[src/rtl/uppercase_to_lowercase.sv]
// Byte FIFO that folds ASCII 'A'..'Z' to lowercase on the write path.
// Optional macro CONV_COUNT_EN adds a saturating 16-bit conv_count output.
module uppercase_to_lowercase #(
    parameter int unsigned DEPTH = 4
) (
    input  logic        clk,
    input  logic        rst,
    input  logic        in_valid,
    input  logic [7:0]  in_data,
    output logic        in_ready,
    output logic        out_valid,
    output logic [7:0]  out_data,
    input  logic        out_ready
`ifdef CONV_COUNT_EN
    ,
    output logic [15:0] conv_count
`endif
);

    localparam int unsigned AW = (DEPTH > 1) ? $clog2(DEPTH) : 1;
    localparam int unsigned CW = AW + 1;
    localparam logic [CW-1:0] FULL_CNT = CW'(DEPTH);

    logic [7:0]    mem [DEPTH];
    logic [AW-1:0] rd_ptr, rd_ptr_nxt;
    logic [AW-1:0] wr_ptr, wr_ptr_nxt;
    logic [CW-1:0] count, count_nxt;
    logic          in_ready_nxt, out_valid_nxt;
    logic [7:0]    out_data_nxt, head_nxt;
    logic [7:0]    conv_data;
    logic          is_upper;
    logic          wr_en, rd_en;

    // Write-path character mapping
    always_comb begin
        is_upper  = (in_data >= 8'h41) && (in_data <= 8'h5A);
        conv_data = is_upper ? (in_data | 8'h20) : in_data;
    end

    assign wr_en = in_valid && in_ready;
    assign rd_en = out_valid && out_ready;

    // Next-state: pointers, occupancy, flow-control flags and registered head byte
    always_comb begin
        rd_ptr_nxt    = rd_ptr;
        wr_ptr_nxt    = wr_ptr;
        count_nxt     = count;
        head_nxt      = 8'h00;
        out_data_nxt  = out_data;
        in_ready_nxt  = in_ready;
        out_valid_nxt = out_valid;

        if (wr_en) begin
            wr_ptr_nxt = wr_ptr + AW'(1);
        end
        if (rd_en) begin
            rd_ptr_nxt = rd_ptr + AW'(1);
        end
        case ({wr_en, rd_en})
            2'b10:   count_nxt = count + CW'(1);
            2'b01:   count_nxt = count - CW'(1);
            default: count_nxt = count;
        endcase

        // The new head is the byte being written only when it lands in the head slot
        if (wr_en && (wr_ptr == rd_ptr_nxt)) begin
            head_nxt = conv_data;
        end else begin
            head_nxt = mem[rd_ptr_nxt];
        end

        if (count_nxt != CW'(0)) begin
            out_data_nxt = head_nxt;
        end
        in_ready_nxt  = (count_nxt < FULL_CNT);
        out_valid_nxt = (count_nxt != CW'(0));
    end

    // State register
    always_ff @(posedge clk) begin
        if (rst) begin
            rd_ptr    <= '0;
            wr_ptr    <= '0;
            count     <= '0;
            in_ready  <= 1'b1;
            out_valid <= 1'b0;
            out_data  <= 8'h00;
        end else begin
            rd_ptr    <= rd_ptr_nxt;
            wr_ptr    <= wr_ptr_nxt;
            count     <= count_nxt;
            in_ready  <= in_ready_nxt;
            out_valid <= out_valid_nxt;
            out_data  <= out_data_nxt;
        end
    end

    // Storage holds converted bytes; contents survive reset harmlessly
    always_ff @(posedge clk) begin
        if (!rst && wr_en) begin
            mem[wr_ptr] <= conv_data;
        end
    end

`ifdef CONV_COUNT_EN
    logic [15:0] conv_count_nxt;

    always_comb begin
        conv_count_nxt = conv_count;
        if (wr_en && is_upper && (conv_count != 16'hFFFF)) begin
            conv_count_nxt = conv_count + 16'd1;
        end
    end

    always_ff @(posedge clk) begin
        if (rst) begin
            conv_count <= 16'h0000;
        end else begin
            conv_count <= conv_count_nxt;
        end
    end
`endif

endmodule

[config.mk]
export PLATFORM = sky130hd
export DESIGN_NAME = uppercase_to_lowercase
export DESIGN_NICKNAME = d
export VERILOG_FILES = /design/src/rtl/uppercase_to_lowercase.sv
export SDC_FILE = /design/constraint.sdc
export NUM_CORES = 1
export LEC_CHECK = 0
export CORE_UTILIZATION = 59
export CTS_BUF_LIST = sky130_fd_sc_hd__clkbuf_4
export DETAILED_ROUTE_END_ITERATION = 10
export PLACE_DENSITY = 0.91
export SYNTH_ARGS = -nofsm -noshare
export SYNTH_HDL_FRONTEND = slang
export SYNTH_SLANG_ARGS = --single-unit
[constraint.sdc]
create_clock -name clk -period 3.5 [get_ports clk]
set_input_delay 0.7 -clock clk [delete_from_list [all_inputs] [get_ports clk]]
set_output_delay 0.7 -clock clk [all_outputs]
set_load 0.02 [all_outputs]
==> summary.txt, run 1 <==
Hold Vio Cnt, Final - 0
global route overflow - 0
DRC violations left - 0
Seq/Total Area, Yosys - 52.2%
Worst slew margin - 59.7%
IO buf count - 21
Primary FF master, synth - edfxtp_1
Async SR Flop Fraction - 0%
Reg clk slew, reported paths - 0.14 ns
TritonCTS Buffers - 5
Row Count - 23
maximum clock rate - 341 MHz
hold crit path type - flop to flop
Tmin final - 2.93 ns
first-pass GRT wire length - 8680 µm
pre-CTS setup slack - 0.231 ns
Clock Root Buffer - clkbuf_4
hold buffers post-CTS - 0
P&R area growth vs syn - 11.3%
post-cts resize count - 0
Die Y - 67.0 µm
clock share of power - 14.6%
Vias - 1824
largest net degree at the start of global routing - 31
post-route setup slack - 0.569 ns
number of synthesized register bits - 49
placed cells - 266
synth unique cells - 44
combinational power share - 42.6%
RePlAce Congestion - 0.822
detailed-router iteration count before antenna repair - 6
VDD IR max - 0.534 mV
CTS tree - built
WP data arrival - 3.22 ns
Synth Cell Area - 2490 µm²
Lkg Pwr - 0.000935 µW
depth of the CTS H-tree - 2
power density cells - 649 nW/µm²
final WL - 5470 µm
clk_lat worst skew - 0.36 ns
fin. max-slew vios - 0
clock buffer depth - 2
post-synthesis cell count - 207
Detailed Route Iter0 Violations - 139
IO Pins - 22
Switch Pwr - 685 µW
layout cells sized above 1 - 8.48%
share of power burned in registers - 42.8%
CP Launch Type - input pin
Period Utilization, post-route - 83.8%
syn_area_per_cell - 12.0 µm²
die footprint - 4490 µm²
antenna violations before repair - 0
total track usage - 27.1%
count of final setup violators - 0
Core Box Area - 4030 µm²
TNS Setup - 0 ns
Ant. Diodes - 0
type of the worst setup path - input pin to flop
Post-DRT Antenna Nets - 0
Starting Density - 61.9%
most common cell after layout, fill and taps aside - edfxtp_1
CP Max Fanout - 9
# clock sinks - 49
yosys warns - 0
Final HPWL DP - 3700 µm
Post-synth EDFFs - 32
Worst setup EP type - flop
Clock Skews - 0.00833 ns
P_int - 1120 µW
mean routed wirelength per cell - 20.0 µm
RSZ-0062 raised after global routing - no
final std cells w/o fill - 274
die span in x - 67.0 µm
Setup Fix Bufs, Post-CTS - 0
most frequent cells in the layout - 32 x edfxtp_1, 21 x a211oi_1, 21 x clkdlybuf4s50_1
max_cap viols - 0
vias in the first global route - 1766
nets@finish - 241
actual slew at the worst max-slew pin - 0.603 ns
Net Sw Frac - 38.0%
status - completed
via/cell ratio - 6.66
Crit path required time - 3.79 ns
Synth Net Count - 225
[through the flow]
stage | hold slack [ns] | util (%) | total power [µW] | cell area (µm²)
after floorplan | 0.492 | - | 1310 | 2490
after detailed placement | 0.446 | 67.4 | 1530 | 2710
after CTS | 0.485 | 68.9 | 1790 | 2770
after global placement | 0.448 | 67.4 | 1490 | 2710
final | 0.484 | 68.9 | 1800 | 2770
after global routing | 0.511 | 68.9 | 1900 | 2770
[registers in the layout, summed over array words and instances (netlist names)]
signal     flops
count          3
in_ready       1
mem           32
out_data       8
out_valid      1
rd_ptr         2
wr_ptr         2
[path summary, 6_finish.rpt]
kind	from	depth (start not counted)	slack (ns)	endpoint
worst max-delay path	out_ready	11	0.57	out_data[4]$_SDFFE_PP0P_
worst min register to register	out_data[0]$_SDFFE_PP0P_	1	0.48	out_data[0]$_SDFFE_PP0P_
worst max register to register	out_valid$_SDFF_PP0_	10	1.00	out_data[4]$_SDFFE_PP0P_
worst min-delay path	out_data[0]$_SDFFE_PP0P_	1	0.48	out_data[0]$_SDFFE_PP0P_
[cell usage after synthesis (all sizes together), types with 2 or more instances]
cell	number	area [µm²]
o31ai	8	60.1
dfxtp	17	340
nand4b	9	78.8
nand2	5	26.3
buf	9	58.8
nor2b	3	18.8
o2bb2ai	8	70.1
xor2	4	35.0
nor4bb	7	70.1
nand3	3	15.0
nand3b	2	15.0
inv	8	30.0
edfxtp	32	961
clkbuf	8	30.0
ha	5	62.6
mux2i	15	150
a2bb2oi	7	61.3
a211oi	21	158
a21oi	4	20.0
nor3	2	15.0
and2	4	25.0
nor2	8	30.0
xnor2	2	17.5
o21ai	3	15.0
[critical path: stages]
cell and delay (ns):
clkdlybuf4s50_1 0.53, nand2_4 0.12, clkinv_2 0.07, ha_1 0.18
inv_1 0.07, fa_1 0.49, nor2b_1 0.18, a22o_1 0.17
nand3_1 0.11, nor2_1 0.41, o2bb2ai_1 0.18
[power by group through the flow]
stage	Sequential [µW]	Clock, µW	Combinational (µW)
2_1_floorplan	812	0	500
3_3_place_gp	776	0	718
3_5_place_dp	779	0	754
4_1_cts	767	269	758
5_1_grt	778	286	832
6_report	770	263	767
[per-layer routing]
layer / routed length (µm) / up-vias / GRT usage [%]
li1: - / 842 / -
met4: 126 / 0 / 9.04
met1: 2130 / 879 / 34.8
met3: 369 / 17 / 4.28
met2: 2840 / 86 / 46.3
met5: 0 / - / 0
[cell type report]
class                   count  area [µm²]
clock buffers               6        45.0
clock inverters             2        15.0
fillers                   280        1250
inverters                   9        35.0
multi-input cells         132        1070
flip-flops and latches     49        1300
well taps                  50        62.6
repair buffers             26         248
[cell families (layout without fill, tap and decap cells)]
logic type                 after synthesis  count (layout)  synth area share [%]
adders and majority gates                6               6                  3.31
and+or+nand+nor                         46              46                  12.6
DFF                                     49              49                  52.2
buffers and inverters                   26              43                  4.97
xor gates and xnor gates                 6               6                  2.11
AOI/OAI and AO/OA                       58              58                  18.4
muxes                                   16              16                  6.48
Power figures use the tool's default switching activity.
==> run 2, diff against run 1 <==
- CORE_UTILIZATION: 59 -> 54
- PLACE_DENSITY: 0.91 -> 0.88
- clock period: 3.5 -> 2.45 ns (I/O delays scaled with it)
==> summary.txt, run 2 (synthesis results as in run 1) <==
Starting Density - 56.8% (-5.0 points)
detailed-router iteration count before antenna repair - 4 (-2)
post-route setup slack - 0.107 ns (-0.462 ns)
Post-DRT Antenna Nets - 0 (unchanged)
pre-CTS setup slack - -0.428 ns (-0.659 ns)
IO Pins - 22 (unchanged)
Final HPWL DP - 3550 µm (-4.2%)
clk_lat worst skew - 0.36 ns (about the same)
largest register by flop count - mem
max_cap viols - 0 (unchanged)
reg2reg start - out_valid$_SDFF_PP0_
global route overflow - 0 (unchanged)
clock share of power - 14.2% (-0.4 points)
via/cell ratio - 6.19 (-7.1%)
antenna violations before repair - 0 (unchanged)
layout cells sized above 1 - 15.7% (+7.2 points)
Multi-input gate area - 1100 µm² (+3.2%)
Tmin final - 2.34 ns
combinational power share - 44.3% (+1.7 points)
CP Launch Type - input pin
placed inst area - 2910 µm² (+7.1%)
CTS tree - built
clock buffer depth - 2 (unchanged)
CP Max Fanout - 8 (-1)
actual slew at the worst max-slew pin - 0.385 ns (-0.219 ns)
Core Box Area - 4380 µm² (+8.8%)
Clock Root Buffer - clkbuf_4
launch point of the worst path - in_valid
Worst slew margin - 74.3% (+15 points)
Reg clk slew, reported paths - 0.14 ns (about the same)
nets@finish - 253 (+5.0%)
max reg flops - 32 (unchanged)
total track usage - 23.4% (-3.7 points)
Vias - 1782 (-2.3%)
WP data arrival - 2.65 ns (-0.57 ns)
post-route cell area - 2970 µm² (+6.9%)
mean routed wirelength per cell - 18.4 µm (-7.8%)
Setup Fix Bufs, Post-CTS - 0 (unchanged)
status - completed
hold buffers post-CTS - 0 (unchanged)
Pwr Total - 2670 µW (+48%)
power density cells - 898 nW/µm² (+38%)
HP Start - out_data[0]$_SDFFE_PP0P_
Crit path required time - 2.75 ns (-1.04 ns)
Clock Skews - 0.0118 ns (+0.00346 ns)
maximum clock rate - 427 MHz
P&R area growth vs syn - 19.0%
Row Count - 24 (+4.3%)
Worst setup EP type - flop
vias in the first global route - 1713 (-3.0%)
first-pass GRT wire length - 8830 µm (+1.7%)
biggest regs - mem: 32 flops, out_data: 8 flops, count: 3 flops
hold crit path type - flop to flop
fin. max-slew vios - 0 (unchanged)
most frequent cells in the layout - 32 x edfxtp_1, 21 x a211oi_1, 20 x clkdlybuf4s50_1
final core utilization - 67.7% (-1.2 points)
type of the worst setup path - input pin to flop
die span in x - 69.9 µm (+4.4%)
most common cell after layout, fill and taps aside - edfxtp_1
RSZ-0062 raised after global routing - no
RePlAce Congestion - 0.869 (+5.6%)
# fillers - 302 (+7.9%)
Switch Pwr - 1000 µW (+46%)
Ant. Diodes - 0 (unchanged)
final WL - 5300 µm (-3.1%)
# clock sinks - 49 (unchanged)
Detailed Route Iter0 Violations - 147 (+5.8%)
depth of the CTS H-tree - 2 (unchanged)
IO buf count - 21 (unchanged)
P_int - 1660 µW (+49%)
VDD IR max - 0.763 mV (+43%)
TritonCTS Buffers - 5 (unchanged)
count of final setup violators - 0 (unchanged)
DRC violations left - 0 (unchanged)
Sequential Area - 1300 µm² (about the same)
Period Utilization, post-route - 95.6%
die footprint - 4890 µm² (+9.0%)
Lkg Pwr - 0.00101 µW (+8.1%)
share of power burned in registers - 41.5% (-1.3 points)
Net Sw Frac - 37.6% (-0.47 points)
TNS Setup - 0 ns (unchanged)
Die Y - 69.9 µm (+4.4%)
Hold Vio Cnt, Final - 0 (unchanged)
largest net degree at the start of global routing - 34 (+9.7%)
run 2: cell types whose count changed in the layout (fill, tap and decap cells not counted), sizes merged:
cell,delta
buf,+12
clkdlybuf4s50,-1
dlygate4sd2,+1
run 2: final timing paths:
path / to / slack, ns / cells past startpoint
max: out_data[7]$_SDFFE_PP0P_ / 0.11 / 10
min: out_data[0]$_SDFFE_PP0P_ / 0.50 / 1
max reg2reg: out_data[7]$_SDFFE_PP0P_ / 0.30 / 10
min reg2reg: out_data[0]$_SDFFE_PP0P_ / 0.50 / 1
run 2: layer usage:
| layer | share of wire [%] | global-route usage, % | up-vias |
|---|---|---|---|
| met3 | 5.9 | 4.76 | 6 |
| met1 | 46 | 33.8 | 838 |
| met2 | 46 | 34.6 | 69 |
| met4 | 1.6 | 9.56 | 0 |
| met5 | 0 | 0 | - |
| li1 | - | - | 869 |
run 2: layout make-up:
type | count | share of cell area (%)
inverters | 9 | 1.31
clock inverters | 2 | 0.506
multi-input cells | 132 | 37.1
flip-flops and latches | 49 | 43.9
well taps | 52 | 2.19
clock buffers | 6 | 1.52
repair buffers | 38 | 13.5
run 2: power by group through the flow:
stage          combinational [µW]  clock (µW)  sequential [µW]
5_1_grt                      1270         411             1120
2_1_floorplan                 777           0             1160
4_1_cts                      1170         382             1110
3_5_place_dp                 1160           0             1120
6_report                     1180         379             1110
3_3_place_gp                 1130           0             1120
run 2: worst max-delay path: stages:
cell,delay (ns)
clkdlybuf4s50_1,0.42
nand2_1,0.14
ha_4,0.15
inv_1,0.04
fa_2,0.50
nor2b_1,0.19
a22o_1,0.19
nand3_2,0.11
nor2_2,0.26
o2bb2ai_1,0.16
run 2: timing repair:
| action | CTS | global route |
|---|---|---|
| gates resized for setup | 1 | 1 |
| endpoints found under the setup margin | 8 | 2 |
| hold endpoints to repair | 0 | 0 |
run 2: per-stage QoR:
step,hold WS (ns),cells
5_1_grt,0.508,288
4_1_cts,0.499,288
2_1_floorplan,0.492,207
3_5_place_dp,0.466,280
3_3_place_gp,0.448,280
6_report,0.497,288
